`src/rtl/fpu_op_scheduler.sv`:
```
// Round-robin scheduler that shares one FPU datapath between an HCI and a SIMD
// requester: launch, bounded wait for the result, and a one-cycle response.
module fpu_op_scheduler #(
  parameter int unsigned TIMEOUT = 64,
  parameter logic [31:0] QNAN    = 32'h7FC0_0000
) (
  input  logic        clk,
  input  logic        reset,
  input  logic        abort,
  input  logic        hci_req,
  input  logic [1:0]  hci_format,
  input  logic [1:0]  hci_operation,
  input  logic [31:0] hci_a,
  input  logic [31:0] hci_b,
  input  logic [31:0] hci_c,
  input  logic        simd_req,
  input  logic [1:0]  simd_format,
  input  logic [1:0]  simd_operation,
  input  logic [31:0] simd_a,
  input  logic [31:0] simd_b,
  input  logic [31:0] simd_c,
  output logic        hci_gnt,
  output logic        simd_gnt,
  output logic        hci_done,
  output logic        simd_done,
  output logic [31:0] res_out,
  output logic [3:0]  res_flags,
  output logic        res_timeout,
  output logic        dp_start,
  output logic [1:0]  dp_format,
  output logic [1:0]  dp_operation,
  output logic [31:0] dp_a,
  output logic [31:0] dp_b,
  output logic [31:0] dp_c,
  input  logic        dp_ready,
  input  logic [31:0] dp_result,
  input  logic [3:0]  dp_flags,
  output logic        busy
);

  typedef enum logic [1:0] {IDLE = 2'd0, ISSUE = 2'd1, WAIT = 2'd2, RESP = 2'd3} state_t;

  localparam logic       OWN_SIMD = 1'b1;
  localparam logic [7:0] CNT_LAST = 8'(TIMEOUT - 1);

  state_t      state_q, state_d;
  logic        ptr_q, ptr_d, owner_q, owner_d;
  logic [7:0]  cnt_q, cnt_d;
  logic        hci_gnt_q, hci_gnt_d, simd_gnt_q, simd_gnt_d;
  logic        hci_done_q, hci_done_d, simd_done_q, simd_done_d;
  logic        dp_start_q, dp_start_d, busy_q, busy_d;
  logic [31:0] res_q, res_d;
  logic [3:0]  flags_q, flags_d;
  logic        tmo_q, tmo_d;
  logic [1:0]  dp_format_q, dp_format_d, dp_operation_q, dp_operation_d;
  logic [31:0] dp_a_q, dp_a_d, dp_b_q, dp_b_d, dp_c_q, dp_c_d;
  logic        win, grant, finish, launch;
  logic [1:0]  win_format;

  always_comb begin
    state_d        = state_q;
    ptr_d          = ptr_q;
    owner_d        = owner_q;
    cnt_d          = cnt_q;
    res_d          = res_q;
    flags_d        = flags_q;
    tmo_d          = tmo_q;
    dp_format_d    = dp_format_q;
    dp_operation_d = dp_operation_q;
    dp_a_d         = dp_a_q;
    dp_b_d         = dp_b_q;
    dp_c_d         = dp_c_q;
    grant          = 1'b0;
    finish         = 1'b0;
    launch         = 1'b0;
    // On a tie the requester that did not own the last operation wins.
    win            = (hci_req && simd_req) ? ~ptr_q : simd_req;
    win_format     = win ? simd_format : hci_format;

    if (abort) begin
      state_d = IDLE;
      cnt_d   = 8'd0;
    end else begin
      case (state_q)
        IDLE: begin
          if (hci_req || simd_req) begin
            owner_d        = win;
            grant          = 1'b1;
            dp_format_d    = win_format;
            dp_operation_d = win ? simd_operation : hci_operation;
            dp_a_d         = win ? simd_a : hci_a;
            dp_b_d         = win ? simd_b : hci_b;
            dp_c_d         = win ? simd_c : hci_c;
            if (win_format == 2'b11) begin
              state_d = RESP;
              finish  = 1'b1;
              res_d   = QNAN;
              flags_d = 4'b1000;
              tmo_d   = 1'b0;
            end else begin
              state_d = ISSUE;
              launch  = 1'b1;
            end
          end else begin
            state_d = IDLE;
          end
        end
        ISSUE: begin
          cnt_d   = 8'd0;
          state_d = WAIT;
        end
        WAIT: begin
          cnt_d = cnt_q + 8'd1;
          // A result arriving in the final wait cycle beats the timeout.
          if (dp_ready) begin
            res_d   = dp_result;
            flags_d = dp_flags;
            tmo_d   = 1'b0;
            finish  = 1'b1;
            state_d = RESP;
          end else if (cnt_q == CNT_LAST) begin
            res_d   = QNAN;
            flags_d = 4'b1000;
            tmo_d   = 1'b1;
            finish  = 1'b1;
            state_d = RESP;
          end else begin
            state_d = WAIT;
          end
        end
        RESP: begin
          ptr_d   = owner_q;
          state_d = IDLE;
        end
        default: state_d = IDLE;
      endcase
    end

    hci_gnt_d   = grant & ~owner_d;
    simd_gnt_d  = grant & owner_d;
    hci_done_d  = finish & ~owner_d;
    simd_done_d = finish & owner_d;
    dp_start_d  = launch;
    busy_d      = (state_d != IDLE);
  end

  always_ff @(posedge clk or posedge reset) begin
    if (reset) begin
      state_q        <= IDLE;
      ptr_q          <= OWN_SIMD;
      owner_q        <= 1'b0;
      cnt_q          <= 8'd0;
      hci_gnt_q      <= 1'b0;
      simd_gnt_q     <= 1'b0;
      hci_done_q     <= 1'b0;
      simd_done_q    <= 1'b0;
      dp_start_q     <= 1'b0;
      busy_q         <= 1'b0;
      res_q          <= 32'd0;
      flags_q        <= 4'd0;
      tmo_q          <= 1'b0;
      dp_format_q    <= 2'd0;
      dp_operation_q <= 2'd0;
      dp_a_q         <= 32'd0;
      dp_b_q         <= 32'd0;
      dp_c_q         <= 32'd0;
    end else begin
      state_q        <= state_d;
      ptr_q          <= ptr_d;
      owner_q        <= owner_d;
      cnt_q          <= cnt_d;
      hci_gnt_q      <= hci_gnt_d;
      simd_gnt_q     <= simd_gnt_d;
      hci_done_q     <= hci_done_d;
      simd_done_q    <= simd_done_d;
      dp_start_q     <= dp_start_d;
      busy_q         <= busy_d;
      res_q          <= res_d;
      flags_q        <= flags_d;
      tmo_q          <= tmo_d;
      dp_format_q    <= dp_format_d;
      dp_operation_q <= dp_operation_d;
      dp_a_q         <= dp_a_d;
      dp_b_q         <= dp_b_d;
      dp_c_q         <= dp_c_d;
    end
  end

  assign hci_gnt      = hci_gnt_q;
  assign simd_gnt     = simd_gnt_q;
  assign hci_done     = hci_done_q;
  assign simd_done    = simd_done_q;
  assign dp_start     = dp_start_q;
  assign busy         = busy_q;
  assign res_out      = res_q;
  assign res_flags    = flags_q;
  assign res_timeout  = tmo_q;
  assign dp_format    = dp_format_q;
  assign dp_operation = dp_operation_q;
  assign dp_a         = dp_a_q;
  assign dp_b         = dp_b_q;
  assign dp_c         = dp_c_q;

endmodule

```
`config.mk`:
```
export PLATFORM = sky130hd
export DESIGN_NAME = fpu_op_scheduler
export DESIGN_NICKNAME = d
export VERILOG_FILES = /design/src/rtl/fpu_op_scheduler.sv
export SDC_FILE = /design/constraint.sdc
export NUM_CORES = 1
export LEC_CHECK = 0
export BUFFER_PORTS_ARGS = -buffer_cell sky130_fd_sc_hd__buf_2
export CORE_AREA = 2 2 150 152
export CTS_BUF_LIST = sky130_fd_sc_hd__clkbuf_16
export CTS_CLUSTER_SIZE = 8
export DETAILED_ROUTE_END_ITERATION = 16
export DIE_AREA = 0 0 152 154
export MAX_ROUTING_LAYER = met4
export PLACE_DENSITY = 0.75
export SYNTH_ARGS = -nofsm -noshare
export SYNTH_HDL_FRONTEND = slang
export SYNTH_SLANG_ARGS = --single-unit
```
`constraint.sdc`:
```
create_clock -name clk -period 4.97 [get_ports clk]
set_input_delay 0.7455 -clock clk [delete_from_list [all_inputs] [get_ports clk]]
set_output_delay 0.7455 -clock clk [all_outputs]
set_load 0.02 [all_outputs]
```
==> results of run 1 <==
-- power breakdown --
| group | internal [mW] | leakage [nW] | total, mW | switching [mW] |
|---|---|---|---|---|
| clock network | 0.936 | 0.319 | 1.47 | 0.533 |
| registers | 1.51 | 1.94 | 1.65 | 0.137 |
| logic | 0.459 | 3.20 | 1.24 | 0.779 |
| total | 2.91 | 5.46 | 4.36 | 1.45 |
-- cell usage in the layout, fill, tap and decap left out, types with 9 or more instances in the layout --
master / netlist / final
buf_2: 0 / 384
nor2_1: 29 / 29
clkbuf_16: 0 / 17
mux2_2: 28 / 28
a21oi_1: 9 / 9
and3_1: 26 / 26
nand2_1: 105 / 105
o21ai_0: 101 / 100
mux2i_1: 110 / 110
inv_1: 17 / 17
dfrtp_1: 154 / 154
-- cell type report --
type | instances | area share, %
flip-flops and latches | 155 | 39.0
multi-input cells | 450 | 30.2
repair buffers | 392 | 20.0
clock buffers | 17 | 4.27
well taps | 280 | 3.52
clock inverters | 12 | 2.24
inverters | 17 | 0.691
diodes | 3 | 0.0754
-- logic make-up after synthesis --
family                     Yosys count  synth area share (%)
and+or+nand+nor                    179                  11.0
muxes                              139                  20.1
DFF                                155                  54.6
xor gates and xnor gates             5                 0.616
buffers and inverters               62                  3.43
adders and majority gates            6                  1.06
AOI/OAI and AO/OA                  121                  9.21
-- metal layers --
metal / wire [um] / global-route usage (%) / vias to the layer above
met3: 1360 / 5.30 / 14
met4: 241 / 4.76 / 0
met5: 0 / - / -
met1: 9160 / 22.8 / 2889
met2: 10800 / 31.6 / 256
li1: - / - / 3022
-- per-stage QoR --
step	std cells	util [%]	hold WS [ns]	setup slack (ns)
after CTS	1323	45.9	0.479	2.23
after global placement	1294	42.9	0.457	1.85
after floorplan	667	-	0.481	0.0480
final	1326	45.9	0.458	2.20
after detailed placement	1294	42.9	0.465	1.78
after global routing	1326	45.9	0.495	2.12
-- worst max-delay path by stage --
stage / slack (ns) / endpoint / startpoint / depth (start not counted)
after floorplan: 0.05 / busy / reset / 1
after global placement: 1.85 / res_out[14] / simd_req / 8
after detailed placement: 1.78 / res_out[7] / simd_req / 8
after CTS: 2.23 / res_out[7] / simd_req / 8
after global routing: 2.12 / res_out[7] / simd_req / 8
final: 2.20 / res_out[7] / simd_req / 8
-- flip-flops by register name, summed over array words and instances, names as in the netlist, 2 cells and up --
signal and cells:
dp_b 32, dp_a 32, res_out 32, cnt_q 8, state_q 2, dp_c 32
dp_format 2, dp_operation 2, res_flags 4
==> run metrics, run 1 <==
CP Max Fanout 37; RSZ-0062 raised after global routing no; core area ~22000 sq um; overall power 4.36 mW; postcts setup bufs 0; DRT antenna net count 0; Post-synth EDFFs 0; flop-to-flop setup slack roughly 2.3 ns; prevailing post-synth register cell dfrtp_1; element type at the critical path start input port; Die ar. between 20000 and 25000 sq um; NumNets Final approximately 1300; Max-slew headroom between 40% and 50%; antenna violations before repair 4; Worst VDD drop between 0.2 and 0.25 mV; Avg Inst Size Synth around 11 sq um; hold buffers post-CTS 0; cts repair resizes 0; initial cell density of the core ~33%; Syn-to-layout area delta 40.0%; Top delay family on crit path buffers and inverters; Die H between 150 and 200 um; synth unique cells 36; Fill cells approximately 2100; Crit path buffers/inverters 3; ys async rst share between 90% and 100%; clk slew on worst S/H paths roughly 0.06 ns; Placed Area between 9000 and 10000 sq um; number of global-route vias before repair between 6000 and 7000; cell accounting for the most synthesized area dfrtp_1; crit-path most repeated cell buf_4; maximum clock rate approximately 360 MHz; drt pass-1 iters 4; max_cap viols 0; Hold Path Class input port to asynchronous set/reset pin; Vias per Instance approximately 4.7; root buf cell clkbuf_16; worst setup path class input port to flip-flop; setup violators final 0; FF+latch count, synth about 160; Clock Path Buffers 2; clock latency on the worst-skew pair 0.42 ns; Mapped Nets ~920; CP max stage delay between 0.4 and 0.5 ns; power density over the cells ~440 nW/um^2; DR iter-0 viols 264; CP Cell Sequence buf_2, a21boi_4, buf_4, nand2_1, a311o_1, a211oi_4, buf_4, mux2_2; dpl hpwl between 15000 and 20000 um; port buffer count approximately 380; register area 3880 sq um; Congestion Overflow GR 0; Total GRT Usage between 10% and 20%; Vias 6181; largest net degree at the start of global routing 180; I/O pin count roughly 390; H-tree levels 4; DR WL/cell approximately 16 um; leading cell types by count after synthesis dfrtp_1 (154), mux2i_1 (110), nand2_1 (105); Cells after Synth about 670; status complete, no violations; leakage power figure 5.46 nW; R2R Path End res_out[7]; first-pass GRT wire length around 34000 um; DRC Markers 0; Synth area leaders dfrtp_1 (54%), mux2i_1 (15%), o21ai_0 (7.1%), nand2_1 (5.5%), mux2_2 (4.4%); Final Cell Area about 10000 sq um; Fin Setup TNS 0 ns; CP arrival slightly above 3 ns; fin crit share 55.7%; share of cells above drive strength 1 ~43%; Routability Congestion 0.846; Fin. Hold Viols 0; top-count cell post-synth dfrtp_1; R2R cell count 8; CP max-delay cell buf_4; TritonCTS Buffers 17; CTS tree built; YS warnings 0; sequential area share after synthesis a little over half; CTS Sinks 155; crit path capture type flip-flop; Total Routed Length 21600 um; Worst Tran Pin Value ~0.87 ns; Reg2Reg Launch Point state_q[0]; Tmin final approximately 2.8 ns; fin. max-slew vios 0; Post-Syn Area about 7100 sq um; Multi-input gate area between 3000 and 4000 sq um; Clock Skews 0.0111 ns; # rows 54; Die Wd 152 um; top cell type's share of synthesized area about 54%; Critical Path RT approximately 5.3 ns
(Power assumes the default switching activity.)
==> inputs of run 2 (changes only) <==
- clock period: 4.97 -> 2.4 ns (I/O delays scaled with it)
==> run metrics, run 2 (same netlist as run 1, synthesis figures left out) <==
status complete, no violations; share of cells above drive strength 1 ~44%; R2R Path End res_out[7]; postcts setup bufs 0; hold buffers post-CTS 0; Inst Count DP about 1300; max_cap viols 0; leakage power figure about 5.5 nW; number of global-route vias before repair ~6300; TritonCTS Buffers 17; root buf cell clkbuf_16; Die ar. between 20000 and 25000 sq um; Max-slew headroom a little under three fifths; fin worst setup slack slightly below 0.2 ns; initial cell density of the core ~33%; final hold slack between 0.04 and 0.05 ns; core area roughly 22000 sq um; Die Wd 152 um; Vias per Instance roughly 4.6; RSZ-0062 raised after global routing no; drt pass-1 iters 4; Fin Setup TNS 0 ns; Total Routed Length 21500 um; antenna violations before repair 3; Non-Filler Instances roughly 1300; DRT antenna net count 0; setup violators final 0; CP arrival between 2 and 3 ns; Clock Skews 0.00855 ns; most common cell after layout, fill and taps aside buf_2; fin. max-slew vios 0; Routability Congestion approximately 0.82; dpl hpwl 16600 um; I/O pin count about 390; CTS tree built; Place WS ~0.17 ns; worst setup path class flip-flop to flip-flop; DR WL/cell approximately 16 um; Tmin final 2.20 ns; Worst Tran Pin Value around 0.67 ns; # rows 54; maximum clock rate approximately 450 MHz; port buffer count 384; crit path capture type flip-flop; Vias just over 6000; Worst VDD drop 0.425 mV; flop-to-flop setup slack a little under 0.2 ns; Clock Path Buffers 2; largest net degree at the start of global routing 83; element type at the critical path start flip-flop; CTS Sinks ~160; Congestion Overflow GR 0; power density over the cells around 870 nW/um^2; H-tree levels 4; overall power roughly 8.7 mW; NumNets Final roughly 1300; Hold Path Class input port to asynchronous set/reset pin; Die H 154 um; Fin. Hold Viols 0; Fill cells 2046; R2R cell count 7; DRC Markers 0; fin crit share between 90% and 100%; clock latency on the worst-skew pair roughly 0.42 ns; first-pass GRT wire length around 34000 um; most frequent cells in the layout buf_2 (384), dfrtp_1 (154), mux2i_1 (110); CP Max Fanout 37; Reg2Reg Launch Point state_q[0]; Total GRT Usage 19.0%; Critical Path RT between 2 and 3 ns; DR iter-0 viols 350; Syn-to-layout area delta 40.7%; clk slew on worst S/H paths approximately 0.070 ns
## run 2: critical path, cell delays in order, from the launching register on
cell and delay (ns):
dfrtp_1 0.40, inv_1 0.11, ha_1 0.27, nor2_1 0.07
a311o_1 0.36, a211oi_4 0.21, buf_12 0.26, mux2_2 0.37
## run 2: power by group
part	internal, mW	switching [mW]	leakage (nW)	total (mW)
Clock	1.54	1.13	0.282	2.67
Combinational	0.986	1.63	3.25	2.61
Sequential	3.13	0.277	1.94	3.41
## run 2: final cells by class
cell class | count | area, sq um | area share, %
antenna | 3 | 7.51 | 0.0751
clock buffer | 17 | 425 | 4.25
clock inverter | 15 | 153 | 1.53
inverter | 17 | 67.6 | 0.676
multi-input combinational | 450 | 3010 | 30.1
sequential | 155 | 3880 | 38.8
tap | 280 | 350 | 3.50
timing repair buffer | 399 | 2110 | 21.1
## run 2: per-stage QoR
stage	util (%)	instance area, sq um
floorplan	-	7110
global placement	43.4	9410
detailed placement	43.4	9410
CTS	46.1	9990
global route	46.1	10000
finish	46.1	10000
## run 2: worst max path at each step
stage,start,depth (start not counted),to,slack [ns]
after floorplan,reset,1,busy,0.08
after global placement,simd_req,7,res_out[11],0.23
after detailed placement,simd_req,7,res_out[7],0.17
after CTS,cnt_q[0],7,res_out[7],0.14
after global routing,state_q[0],7,res_out[31],0.08
final,state_q[0],7,res_out[7],0.20
## run 2: what timing repair did
action                     CTS  global route
hold endpoints to repair     0             0
gates resized for setup      0             1
setup endpoints to repair    0             1
## run 2: layer usage
metal | wire length [um] | global-route usage [%] | vias to the layer above
met5 | 0 | - | -
met4 | 248 | 4.85 | 0
met3 | 1440 | 5.30 | 12
met2 | 10600 | 30.9 | 242
met1 | 9260 | 23.5 | 2913
li1 | - | - | 3031
==> inputs of run 3 (changes only) <==
- CORE_AREA: 2 2 150 152 -> unset
- CORE_ASPECT_RATIO: unset -> 0.7
- CORE_UTILIZATION: unset -> 35
- CTS_CLUSTER_SIZE: 8 -> unset
- DIE_AREA: 0 0 152 154 -> unset
- PLACE_DENSITY: 0.75 -> 0.79
- SETUP_SLACK_MARGIN: unset -> 0.2
==> run metrics, run 3 (same netlist as run 1, synthesis figures left out) <==
CP arrival about 2.4 ns; share of cells above drive strength 1 between 40% and 50%; DR WL/cell 16.0 um; CP max stage delay between 0.5 and 0.6 ns; TritonCTS Buffers 17; register share of total power between 30% and 40%; max_cap viols 0; Die ar. 20900 sq um; port buffer count between 300 and 400; Worst Tran Pin Value 0.629 ns; Die H between 100 and 150 um; Fin Setup TNS 0 ns; combinational share of power a little under a third; Crit path buffers/inverters 2; Die Wd between 150 and 200 um; overall power about 8.6 mW; flop-to-flop setup slack 0.28 ns; Total Routed Length between 20000 and 25000 um; fin crit share between 80% and 90%; R2R Path End res_out[2]; most frequent cells in the layout buf_2 (384), dfrtp_1 (154), mux2i_1 (110); Tmin final 2.12 ns; DRC Markers 0; CP max-delay cell dfstp_2; Hold Path Class input port to asynchronous set/reset pin; largest net degree at the start of global routing roughly 200; # rows 43; dpl hpwl 15600 um; CTS Sinks about 160; status complete, no violations; Total GRT Usage approximately a fifth; CP Cell Sequence o211ai_1, a311o_1, a211oi_4, buf_4, clkbuf_16, mux2_2; Critical Path RT 2.71 ns; Syn-to-layout area delta 40.8%; Power Internal 5.57 mW; drt pass-1 iters 5; clock latency on the worst-skew pair roughly 0.42 ns; crit path capture type flip-flop; NumNets Final approximately 1300; busiest grt layer met2; hold buffers post-CTS 0; Clock Path Buffers 2; Max-slew headroom 58.0%; GRT met2 Usage 29.3%; clk slew on worst S/H paths 0.07 ns; R2R cell count 6; RSZ-0062 raised after global routing no; Top delay family on crit path compound AO/OA/AOI/OAI gates; fin. max-slew vios 0; I/O pin count slightly below 400; H-tree levels 4; leakage power figure about 5.5 nW; Clock Power Share about 30%; worst setup path class flip-flop to flip-flop; DRT antenna net count 0; Congestion Overflow GR 0; Vias per Instance approximately 4.7; CTS tree built; Clock Skews slightly above 0.01 ns; Switch Pwr about 3.0 mW; power density over the cells around 860 nW/um^2; core area a little under 20000 sq um; number of global-route vias before repair between 6000 and 7000; Fill cells approximately 1800; maximum clock rate approximately 470 MHz; Routability Congestion 0.862; most common cell after layout, fill and taps aside buf_2; grt met1 use 25.6%; Worst VDD drop between 0.4 and 0.5 mV; met3 Track Usage GR 6.13%; element type at the critical path start flip-flop; Reg2Reg Launch Point ptr_q; first-pass GRT wire length between 30000 and 40000 um; initial cell density of the core 35.8%; switch share 35.3%; Fin. Hold Viols 0; setup violators final 0; DR iter-0 viols 269; CP Max Fanout 18; antenna violations before repair 6; Vias 6303; root buf cell clkbuf_16
run 3: cell types whose count changed in the layout (fill, tap and decap cells not counted), sizes merged:
cell,before,now
diode,3,7
buf,399,397
inv,22,24
clkinvlp,5,4
bufinv,2,1
clkbuf,17,19
run 3: final cells by class:
type	instances	area, sq um	share of cell area (%)
flip-flops and latches	155	3880	38.8
multi-input cells	450	3010	30.1
repair buffers	399	2130	21.3
clock buffers	17	425	4.25
well taps	270	338	3.38
clock inverters	15	140	1.40
inverters	17	67.6	0.675
diodes	7	17.5	0.175
run 3: metal layers:
| metal | vias up | routed length (um) |
|---|---|---|
| met5 | - | 0 |
| met4 | 0 | 289 |
| met3 | 21 | 1790 |
| met2 | 255 | 9840 |
| met1 | 2979 | 9310 |
| li1 | 3048 | - |
run 3: tightest hold or removal path: cells and delay by family:
kind                   cells  cell delay, ns
buffers and inverters      3            0.52
run 3: stage by stage:
stage                     cells  cell area, sq um  utilization (%)  worst slack, ns  hold slack (ns)
after floorplan             667              7130                -           0.0819            0.433
after global placement     1287              9360             47.1            0.175            0.458
after detailed placement   1287              9360             47.1            0.157            0.465
after CTS                  1319              9920             50.0            0.235           0.0717
after global routing       1329             10000             50.4            0.187           0.0879
final                      1330             10000             50.4            0.276           0.0583
run 3: worst max-delay path by stage:
stage / from / endpoint / slack, ns / depth (start not counted)
2_1_floorplan: reset / busy / 0.08 / 1
3_3_place_gp: simd_req / res_out[14] / 0.17 / 7
3_5_place_dp: simd_req / res_out[7] / 0.16 / 7
4_1_cts: state_q[1] / res_out[7] / 0.24 / 7
5_1_grt: state_q[1] / res_timeout / 0.19 / 8
6_report: ptr_q / res_out[2] / 0.28 / 6
run 3: repair_timing:
action / in CTS / in global routing
gates resized for setup: 0 / 7
setup endpoints to repair: 0 / 100
endpoints found under the hold margin: 0 / 0
setup buffers: 0 / 2
run 3: power groups by stage:
stage	Combinational, mW	Sequential [mW]	Clock (mW)
after global placement	2.55	3.43	0
final	2.62	3.42	2.58
after floorplan	0.979	4.05	0
after CTS	2.60	3.42	2.65
after detailed placement	2.60	3.45	0
after global routing	2.85	3.47	2.75
